**src/rtl/packet_fifo_sf_pkg.sv**
```systemverilog
// rtl/packet_fifo_sf_pkg.sv - shared FIFO constants and pointer-width helper
package packet_fifo_sf_pkg;

  // One extra pointer bit distinguishes a full ring from an empty one.
  localparam int PTR_WRAP_BITS = 1;

  // Pointer width for a ring of 2**addr_bits words (PTR_BITS = ADDR_BITS+1).
  function automatic int ptr_bits(input int addr_bits);
    return addr_bits + PTR_WRAP_BITS;
  endfunction

endpackage

```
**src/rtl/packet_fifo_sf_fifo_ram.sv**
```systemverilog
// rtl/packet_fifo_sf_fifo_ram.sv - simple dual-port RAM, sync write, async read
module fifo_ram #(
  parameter int WIDTH     = 5,
  parameter int ADDR_BITS = 3
) (
  input  logic                 clk,
  input  logic                 we,
  input  logic [ADDR_BITS-1:0] waddr,
  input  logic [WIDTH-1:0]     wdata,
  input  logic [ADDR_BITS-1:0] raddr,
  output logic [WIDTH-1:0]     rdata
);

  logic [WIDTH-1:0] mem [2**ADDR_BITS];

  // Storage is deliberately not reset so it can map onto distributed RAM.
  always_ff @(posedge clk) begin
    if (we) mem[waddr] <= wdata;
  end

  assign rdata = mem[raddr];

endmodule

```
**src/rtl/packet_fifo_sf.sv**
```systemverilog
// rtl/packet_fifo_sf.sv - store-and-forward packet FIFO with abort and overflow drop
module packet_fifo_sf
  import packet_fifo_sf_pkg::*;
#(
  parameter int WORD_SIZE = 4,
  parameter int ADDR_BITS = 3
) (
  input  logic                 clk,
  input  logic                 rst_n,
  output logic                 in_full,
  input  logic                 in_shift,
  input  logic [WORD_SIZE-1:0] in_data,
  input  logic                 in_end,
  input  logic                 in_drop,
  input  logic                 out_pop,
  output logic                 out_nempty,
  output logic [WORD_SIZE-1:0] out_data,
  output logic                 out_end,
  output logic [ADDR_BITS:0]   out_packets,
  output logic                 err_overflow
);

  localparam int PTR_BITS = ptr_bits(ADDR_BITS);
  localparam int DEPTH    = 2**ADDR_BITS;

  logic [PTR_BITS-1:0] wr_ptr;
  logic [PTR_BITS-1:0] cm_ptr;
  logic [PTR_BITS-1:0] rd_ptr;
  logic [PTR_BITS-1:0] pkt_cnt;
  logic                poison;

  logic [PTR_BITS-1:0] fill;
  logic                can_pop;
  logic                pop_end;
  logic                wr_en;
  logic                commit;
  logic                rollback;
  logic                poison_set;
  logic [WORD_SIZE:0]  rd_word;

  // Occupancy counts speculative words too, so a growing packet can fill the ring.
  assign fill    = wr_ptr - rd_ptr;
  assign in_full = (fill == PTR_BITS'(DEPTH));

  assign can_pop = out_pop & (pkt_cnt != '0);
  assign pop_end = can_pop & out_end;

  // Abort wins over everything on the write side; a poisoned or overflowing
  // packet stores nothing and is rolled back when its end word arrives.
  assign wr_en      = in_shift & ~in_drop & ~in_full & ~poison;
  assign commit     = wr_en & in_end;
  assign rollback   = in_shift & ~in_drop & in_end & (poison | in_full);
  assign poison_set = in_shift & ~in_drop & ~in_end & in_full & ~poison;

  fifo_ram #(
    .WIDTH     (WORD_SIZE + 1),
    .ADDR_BITS (ADDR_BITS)
  ) u_ram (
    .clk   (clk),
    .we    (wr_en),
    .waddr (wr_ptr[ADDR_BITS-1:0]),
    .wdata ({in_end, in_data}),
    .raddr (rd_ptr[ADDR_BITS-1:0]),
    .rdata (rd_word)
  );

  assign out_data    = rd_word[WORD_SIZE-1:0];
  assign out_end     = rd_word[WORD_SIZE];
  assign out_nempty  = (pkt_cnt != '0);
  assign out_packets = pkt_cnt;

  // Pointer, commit, poison and packet-count state; error pulse lasts one cycle.
  always_ff @(posedge clk or negedge rst_n) begin
    if (!rst_n) begin
      wr_ptr       <= '0;
      cm_ptr       <= '0;
      rd_ptr       <= '0;
      pkt_cnt      <= '0;
      poison       <= 1'b0;
      err_overflow <= 1'b0;
    end else begin
      err_overflow <= rollback;

      if (in_drop || rollback) begin
        wr_ptr <= cm_ptr;
        poison <= 1'b0;
      end else if (poison_set) begin
        poison <= 1'b1;
      end else if (wr_en) begin
        wr_ptr <= wr_ptr + PTR_BITS'(1);
        if (in_end) cm_ptr <= wr_ptr + PTR_BITS'(1);
      end

      if (can_pop) rd_ptr <= rd_ptr + PTR_BITS'(1);

      // Commit and pop of an end word in one cycle leave the count unchanged.
      case ({commit, pop_end})
        2'b10:   pkt_cnt <= pkt_cnt + PTR_BITS'(1);
        2'b01:   pkt_cnt <= pkt_cnt - PTR_BITS'(1);
        default: pkt_cnt <= pkt_cnt;
      endcase
    end
  end

endmodule

```
**config.mk**
```make
export PLATFORM = sky130hd
export DESIGN_NAME = packet_fifo_sf
export DESIGN_NICKNAME = d
export VERILOG_FILES = /design/src/rtl/packet_fifo_sf_pkg.sv /design/src/rtl/packet_fifo_sf_fifo_ram.sv /design/src/rtl/packet_fifo_sf.sv
export SDC_FILE = /design/constraint.sdc
export NUM_CORES = 1
export LEC_CHECK = 0
export CAP_MARGIN = 20
export CORE_UTILIZATION = 52
export CTS_BUF_LIST = sky130_fd_sc_hd__clkbuf_8 sky130_fd_sc_hd__clkbuf_16
export DETAILED_ROUTE_END_ITERATION = 7
export PLACE_DENSITY = 0.86
export SETUP_SLACK_MARGIN = 0.5
export SYNTH_ARGS = -nofsm -noshare
export SYNTH_HDL_FRONTEND = slang
export SYNTH_SLANG_ARGS = --single-unit
export TNS_END_PERCENT = 1
```
**constraint.sdc**
```tcl
create_clock -name clk -period 3.1 [get_ports clk]
set_input_delay 0.31 -clock clk [delete_from_list [all_inputs] [get_ports clk]]
set_output_delay 0.31 -clock clk [all_outputs]
set_load 0.05 [all_outputs]
```
# Yosys cells after proc, flatten, opt, wreduce, memory -nomap -nowiden
# Memory sizes are Yosys's and may differ from the RTL's.
# Cells that the tools add are included.
# Widths: inputs -> output; s select.
[totals]
elab_cells = 49
input_bits = 10
mem_bits_rw = 40
n_memories = 1
ff_bits = 18
out_inout_bits = 12
[mem_list]
columns = ["memory", "words", "width", "rd", "rd_clocked_by_memory_dff", "wr", "line", "rtl"]
rows = [
  ["u_ram.mem", 8, 5, 1, 0, 1, "packet_fifo_sf_fifo_ram.sv:14", "logic [WIDTH-1:0] mem [2**ADDR_BITS];"],
]
[classes]
n_eq_ne = 4
n_reduce_logical = 7
muxes = 8
n_bitwise = 18
add_sub_neg = 5
[ops]
columns = ["cell", "count"]
rows = [
  ["$add 4x1->4 const B", 3],
  ["$mux 4", 3],
  ["$and 1x1->1", 11],
  ["$pmux 4 s2", 1],
  ["$not 1->1", 6],
  ["$reduce_bool 2->1", 3],
  ["$eq 4x4->1 const B", 1],
  ["$mux 1", 4],
  ["$reduce_and 4->1", 1],
  ["$reduce_bool 4->1", 1],
  ["$sub 4x1->4 const B", 1],
  ["$sub 4x4->4", 1],
  ["$eq 2x1->1 const B", 1],
  ["$eq 2x2->1 const B", 1],
  ["$ne 2x1->1 const B", 1],
  ["$reduce_and 2->1", 1],
  ["$logic_or 1x1->1", 1],
  ["$or 1x1->1", 1],
]

# Depth between registers and ports, before layout
[depth]
ltp_word = 8
depth_mapped = 16
ltp_nobuf = 15

# By module
# A second synthesis with hierarchy kept.
[unflattened]
hier_cells = 179
area_unflattened_um2 = 2703.8
[modules_own_cells]
columns = ["mod", "seq_area_each_um2", "area_per_inst_um2", "cells_per_inst", "n_inst"]
rows = [
  ["fifo_ram", 1201.2, 1594.0, 70, 1],
  ["packet_fifo_sf", 450.4, 1109.8, 109, 1],
]

# Worst setup path after synthesis
# OpenSTA, ideal clock, no wires.
[synth_path]
kind = "register to register"
start = "reg rd_ptr[1]"
end = "reg pkt_cnt[3], in the netlist out_packets[3]"
setup_time_ps = 144
period_less_slack_ps = 3245
path_stages_with_launch = 17
path_slack_ps = -145
n_path_buf = 1
arrival_time_ps = 3102
required_time_ps = 2956
cell_sequence = "dfrtp_1 -> buf_1 -> inv_1 -> ha_1 -> and3b_1 -> nor3_2 -> or4_4 -> inv_4 -> nor4_4 -> inv_1 -> ha_1 -> ha_1 -> a21o_1 -> a21oi_1 -> xnor2_1 -> nor2_1 -> xor2_1"
[synth_between]
elab_chain_cells = 8
word_cells_on_any_way = 12
classes_between = "add/sub (1); eq/ne (3); mux (1); bitwise (5); reduce/logical (1); memory (1)"
[synth_lines]
columns = ["item", "line", "rtl"]
rows = [
  ["start, declared", "packet_fifo_sf.sv:28", "logic [PTR_BITS-1:0] rd_ptr;"],
  ["start signal, assigned", "packet_fifo_sf.sv:94", "if (can_pop) rd_ptr <= rd_ptr + PTR_BITS'(1);"],
  ["$sub 4x4->4", "packet_fifo_sf.sv:42", "assign fill = wr_ptr - rd_ptr;"],
  ["$eq 4x4->1", "packet_fifo_sf.sv:43", "assign in_full = (fill == PTR_BITS'(DEPTH));"],
  ["$not 1->1", "packet_fifo_sf.sv:50", "assign wr_en = in_shift & ~in_drop & ~in_full & ~poison;"],
  ["$and 1x1->1 (2 in a row)", "packet_fifo_sf.sv:50", ""],
  ["$and 1x1->1", "packet_fifo_sf.sv:51", "assign commit = wr_en & in_end;"],
  ["$eq 2x1->1 or $eq 2x2->1 (tied branches)", "packet_fifo_sf.sv:97", "case ({commit, pop_end})"],
  ["$pmux 4 s2 or $reduce_bool 2->1 (tied branches)", "-", ""],
  ["end signal, assigned", "packet_fifo_sf.sv:98", "2'b10: pkt_cnt <= pkt_cnt + PTR_BITS'(1);"],
  ["end signal, assigned", "packet_fifo_sf.sv:99", "2'b01: pkt_cnt <= pkt_cnt - PTR_BITS'(1);"],
  ["end signal, assigned", "packet_fifo_sf.sv:100", "default: pkt_cnt <= pkt_cnt;"],
  ["end, declared", "packet_fifo_sf.sv:29", "logic [PTR_BITS-1:0] pkt_cnt;"],
]
# Parallel ways exist; a longest one is shown, timed or not.
# A chain may end at the register's enable or synchronous reset.

# Worst setup path after layout
[layout_path]
start = "reg rd_ptr[2]"
end = "reg pkt_cnt[3], in the netlist out_packets[3]"
# The elaborated chain is that of the path after synthesis.

==> results.py <==
metrics = {
    "global_routing": {
        "antenna_found_initial": 0,
        "grt_use_total": 0.234,
        "grt_pass1_vias": 1789,
        "grt_overflow": 0,
        "grt_max_degree": 19,
        "grt_pass1_wl_mm": 8.91,
    },
    "clock_network": {
        "cts_num_sinks": 58,
        "cts_buffers": 9,
        "path_clk_slew_ns": 0.07,
        "cts_tree": "built",
        "cts-htree-levels": 3,
        "clock_latency_ns": 0.33,
        "cts_hold_buf": 0,
        "clock-root-buffer": "clkbuf_8",
        "clockBufferDepth": 2,
    },
    "worst_setup_path": {
        "path_common_cell": "ha_4",
        "cp_data_required_time_ns": 3.32,
        "start_kind": "register",
        "crit_type": "reg2reg",
        "crit_chain": "inv_2 > ha_4 > a21oi_4 > a21oi_1 > or4_4 > inv_8 > nor4_4 > inv_2 > ha_4 > ha_4 > a21o_1 > a21oi_2 > xnor2_1 > nor2_1 > xor2_1",
        "critPathMaxStageDelay_ns": 0.54,
        "cp-end-kind": "register",
        "worst_ep_arrival_time_ns": 2.99,
        "crit_buf_inv": 3,
        "critical_path.top_delay_family": "simple AND/OR/NAND/NOR gates",
        "worst_path_max_delay_cell": "or4_4",
        "crit_fanout": 5,
    },
    "layout": {
        "nets": 249,
        "antenna_cells": 0,
        "syn_to_final_growth_pct": 25.6,
        "nFillCells": 314,
        "drive_gt1_frac": 0.264,
    },
    "yosys": {
        "syn-cell-area_sq_um": 2680,
        "yosys_warnings": 0,
        "synth_area_leaders": "edfxtp_1 45%, dfrtp_1 17%, mux4_2 8.4%, ha_1 3.7%, nand2_1 2.9%",
        "synth_cells": 188,
        "ys_types": 39,
        "syn-num-nets": 207,
        "synthArstFlopShare": 0.310,
        "synth_edf_count": 40,
        "yosys.area.top_type": "edfxtp_1",
        "synth_ff_type": "edfxtp_1",
        "synth-seq-area-share": 0.616,
        "avgSynthCellArea_sq_um": 14.3,
        "yosys.area.top_type_share": 0.448,
        "synth-seq-cells": 58,
    },
    "floorplan": {
        "chipHeight_um": 73.8,
        "ios": 22,
        "fp-row-count": 25,
        "dieArea_sq_um": 5450,
        "start_util": 0.553,
        "die_w_um": 73.8,
        "fp.coreArea_sq_um": 4850,
    },
    "place": {
        "place_congestion": 0.824,
        "io_buffers": 21,
        "place_hpwl_mm": 3.64,
    },
    "drt": {
        "drc": 0,
        "wl_per_cell_um": 18.2,
        "antenna_left": 0,
        "postRouteWirelength_mm": 5.49,
        "wl_met3_um": 330,
        "met2_length_mm": 2.59,
        "vias": 1745,
        "first_pass_iters": 4,
        "vias_per_cell": 5.78,
        "wl_met1_mm": 2.43,
        "top_layer": "met4",
        "drt_iter0_drc": 156,
    },
    "run": {
        "cap_viol_max_count": 0,
    },
    "timing": {
        "setup_tns_ns": 0,
        "timing.final.crit_share": 0.894,
        "report.final.slew_viol_count": 0,
        "worst-slew-pin-transition_ns": 1.01,
        "max_freq_mhz": 361,
        "finClkSkew_ns": 0.0124,
        "setup_violations": 0,
        "hold_viol": 0,
        "rsz0062_at_grt": "true",
        "maxSlewHeadroom": 0.318,
        "post-route-min-period_ns": 2.77,
        "holdWs_ns": 0.463,
    },
    "run_status": {
        "status": "finished clean",
    },
    "power": {
        "peakVddDrop_mv": 0.583,
        "power_density_nw_per_um2": 1140,
        "power_leakage_uw": 0.00126,
    },
    "worst_hold_path": {
        "hp-class": "in2async",
    },
}
## per-layer routing
layer / GRT usage / vias up
li1: - / 797
met1: 0.307 / 872
met2: 0.337 / 65
met3: 0.0850 / 11
met4: 0.132 / 0
met5: 0 / -
## power by group
part | internal (uW) | switching, uW
clock | 469 | 290
sequential | 993 | 129
combinational | 848 | 1110
## worst reg2reg max path, stage by stage, from the launching register on
cell and delay, ns:
dfrtp_1 0.40, inv_2 0.09, ha_4 0.22, a21oi_4 0.16
a21oi_1 0.08, or4_4 0.54, inv_8 0.08, nor4_4 0.04
inv_2 0.08, ha_4 0.15, ha_4 0.19, a21o_1 0.16
a21oi_2 0.14, xnor2_1 0.12, nor2_1 0.06, xor2_1 0.13
## path summary, 6_finish.rpt
check,cells after the start,end,from,slack (ns)
setup / recovery,15,out_packets[3],rd_ptr[2],0.33
hold / removal,1,rd_ptr[2],rst_n,0.46
setup reg to reg,15,out_packets[3],rd_ptr[2],0.33
hold reg to reg,1,out_packets[3],out_packets[3],0.49
max in group asynchronous,1,wr_ptr[0],rst_n,2.10
min in group clk,1,out_packets[3],out_packets[3],0.49
## synthesized netlist by cell type, types with 2 or more instances
cell type / count
xor2_1: 5
a21oi_1: 10
a21o_1: 2
o21ai_0: 4
a31oi_1: 4
edfxtp_1: 40
xnor2_1: 7
nand3_1: 6
and2_1: 2
clkbuf_1: 4
ha_1: 8
or4_1: 3
nand2_1: 21
mux2_2: 4
mux4_2: 10
o31ai_1: 2
nor4_1: 2
nor3_1: 3
nor4b_1: 3
nor2_1: 5
dfrtp_1: 18
inv_1: 8
## what timing repair did
item,CTS,global route
pin swaps,9,0
buffers inserted,5,0
gates resized for setup,7,1
endpoints found under the setup margin,18,18
## kinds of logic after synthesis
family / synth area share
adders and majority gates: 0.0448
xor gates and xnor gates: 0.0392
AOI/OAI and AO/OA: 0.0546
muxes: 0.105
buffers and inverters: 0.0266
and+or+nand+nor: 0.114
DFF: 0.616
## state kept, by name, indices dropped and copies added, names as in the netlist
name	count
cm_ptr	4
err_overflow	1
out_packets	4
poison	1
rd_ptr	4
u_ram.mem	40
wr_ptr	4
## layout by cell type, fill, tap and decap left out, types with 6 or more instances in the layout
cell / n
clkbuf_8: 10
buf_4: 16
dfrtp_1: 18
a21oi_1: 8
mux4_2: 10
nand3_1: 6
nand2_1: 21
xnor2_1: 7
clkdlybuf4s50_1: 19
edfxtp_1: 40
## per-stage QoR
step	util	instance area (sq um)	instances	power, uW	worst slack [ns]
final	0.695	3370	302	3840	0.327
after global routing	0.695	3370	302	4060	0.180
after CTS	0.692	3360	301	3810	0.356
after detailed placement	0.637	3090	280	2960	0.144
after global placement	0.637	3090	280	2910	0.208
after floorplan	-	2740	188	2460	0.166
## area by class of cell
type | count | area [sq um] | area share
sequential | 58 | 1650 | 0.490
timing repair buffer | 38 | 344 | 0.102
multi-input combinational | 114 | 1030 | 0.305
tap | 67 | 83.8 | 0.0249
inverter | 9 | 41.3 | 0.0123
clock inverter | 6 | 81.3 | 0.0241
clock buffer | 10 | 138 | 0.0409
No activity file was read; power rests on OpenSTA's default activity.
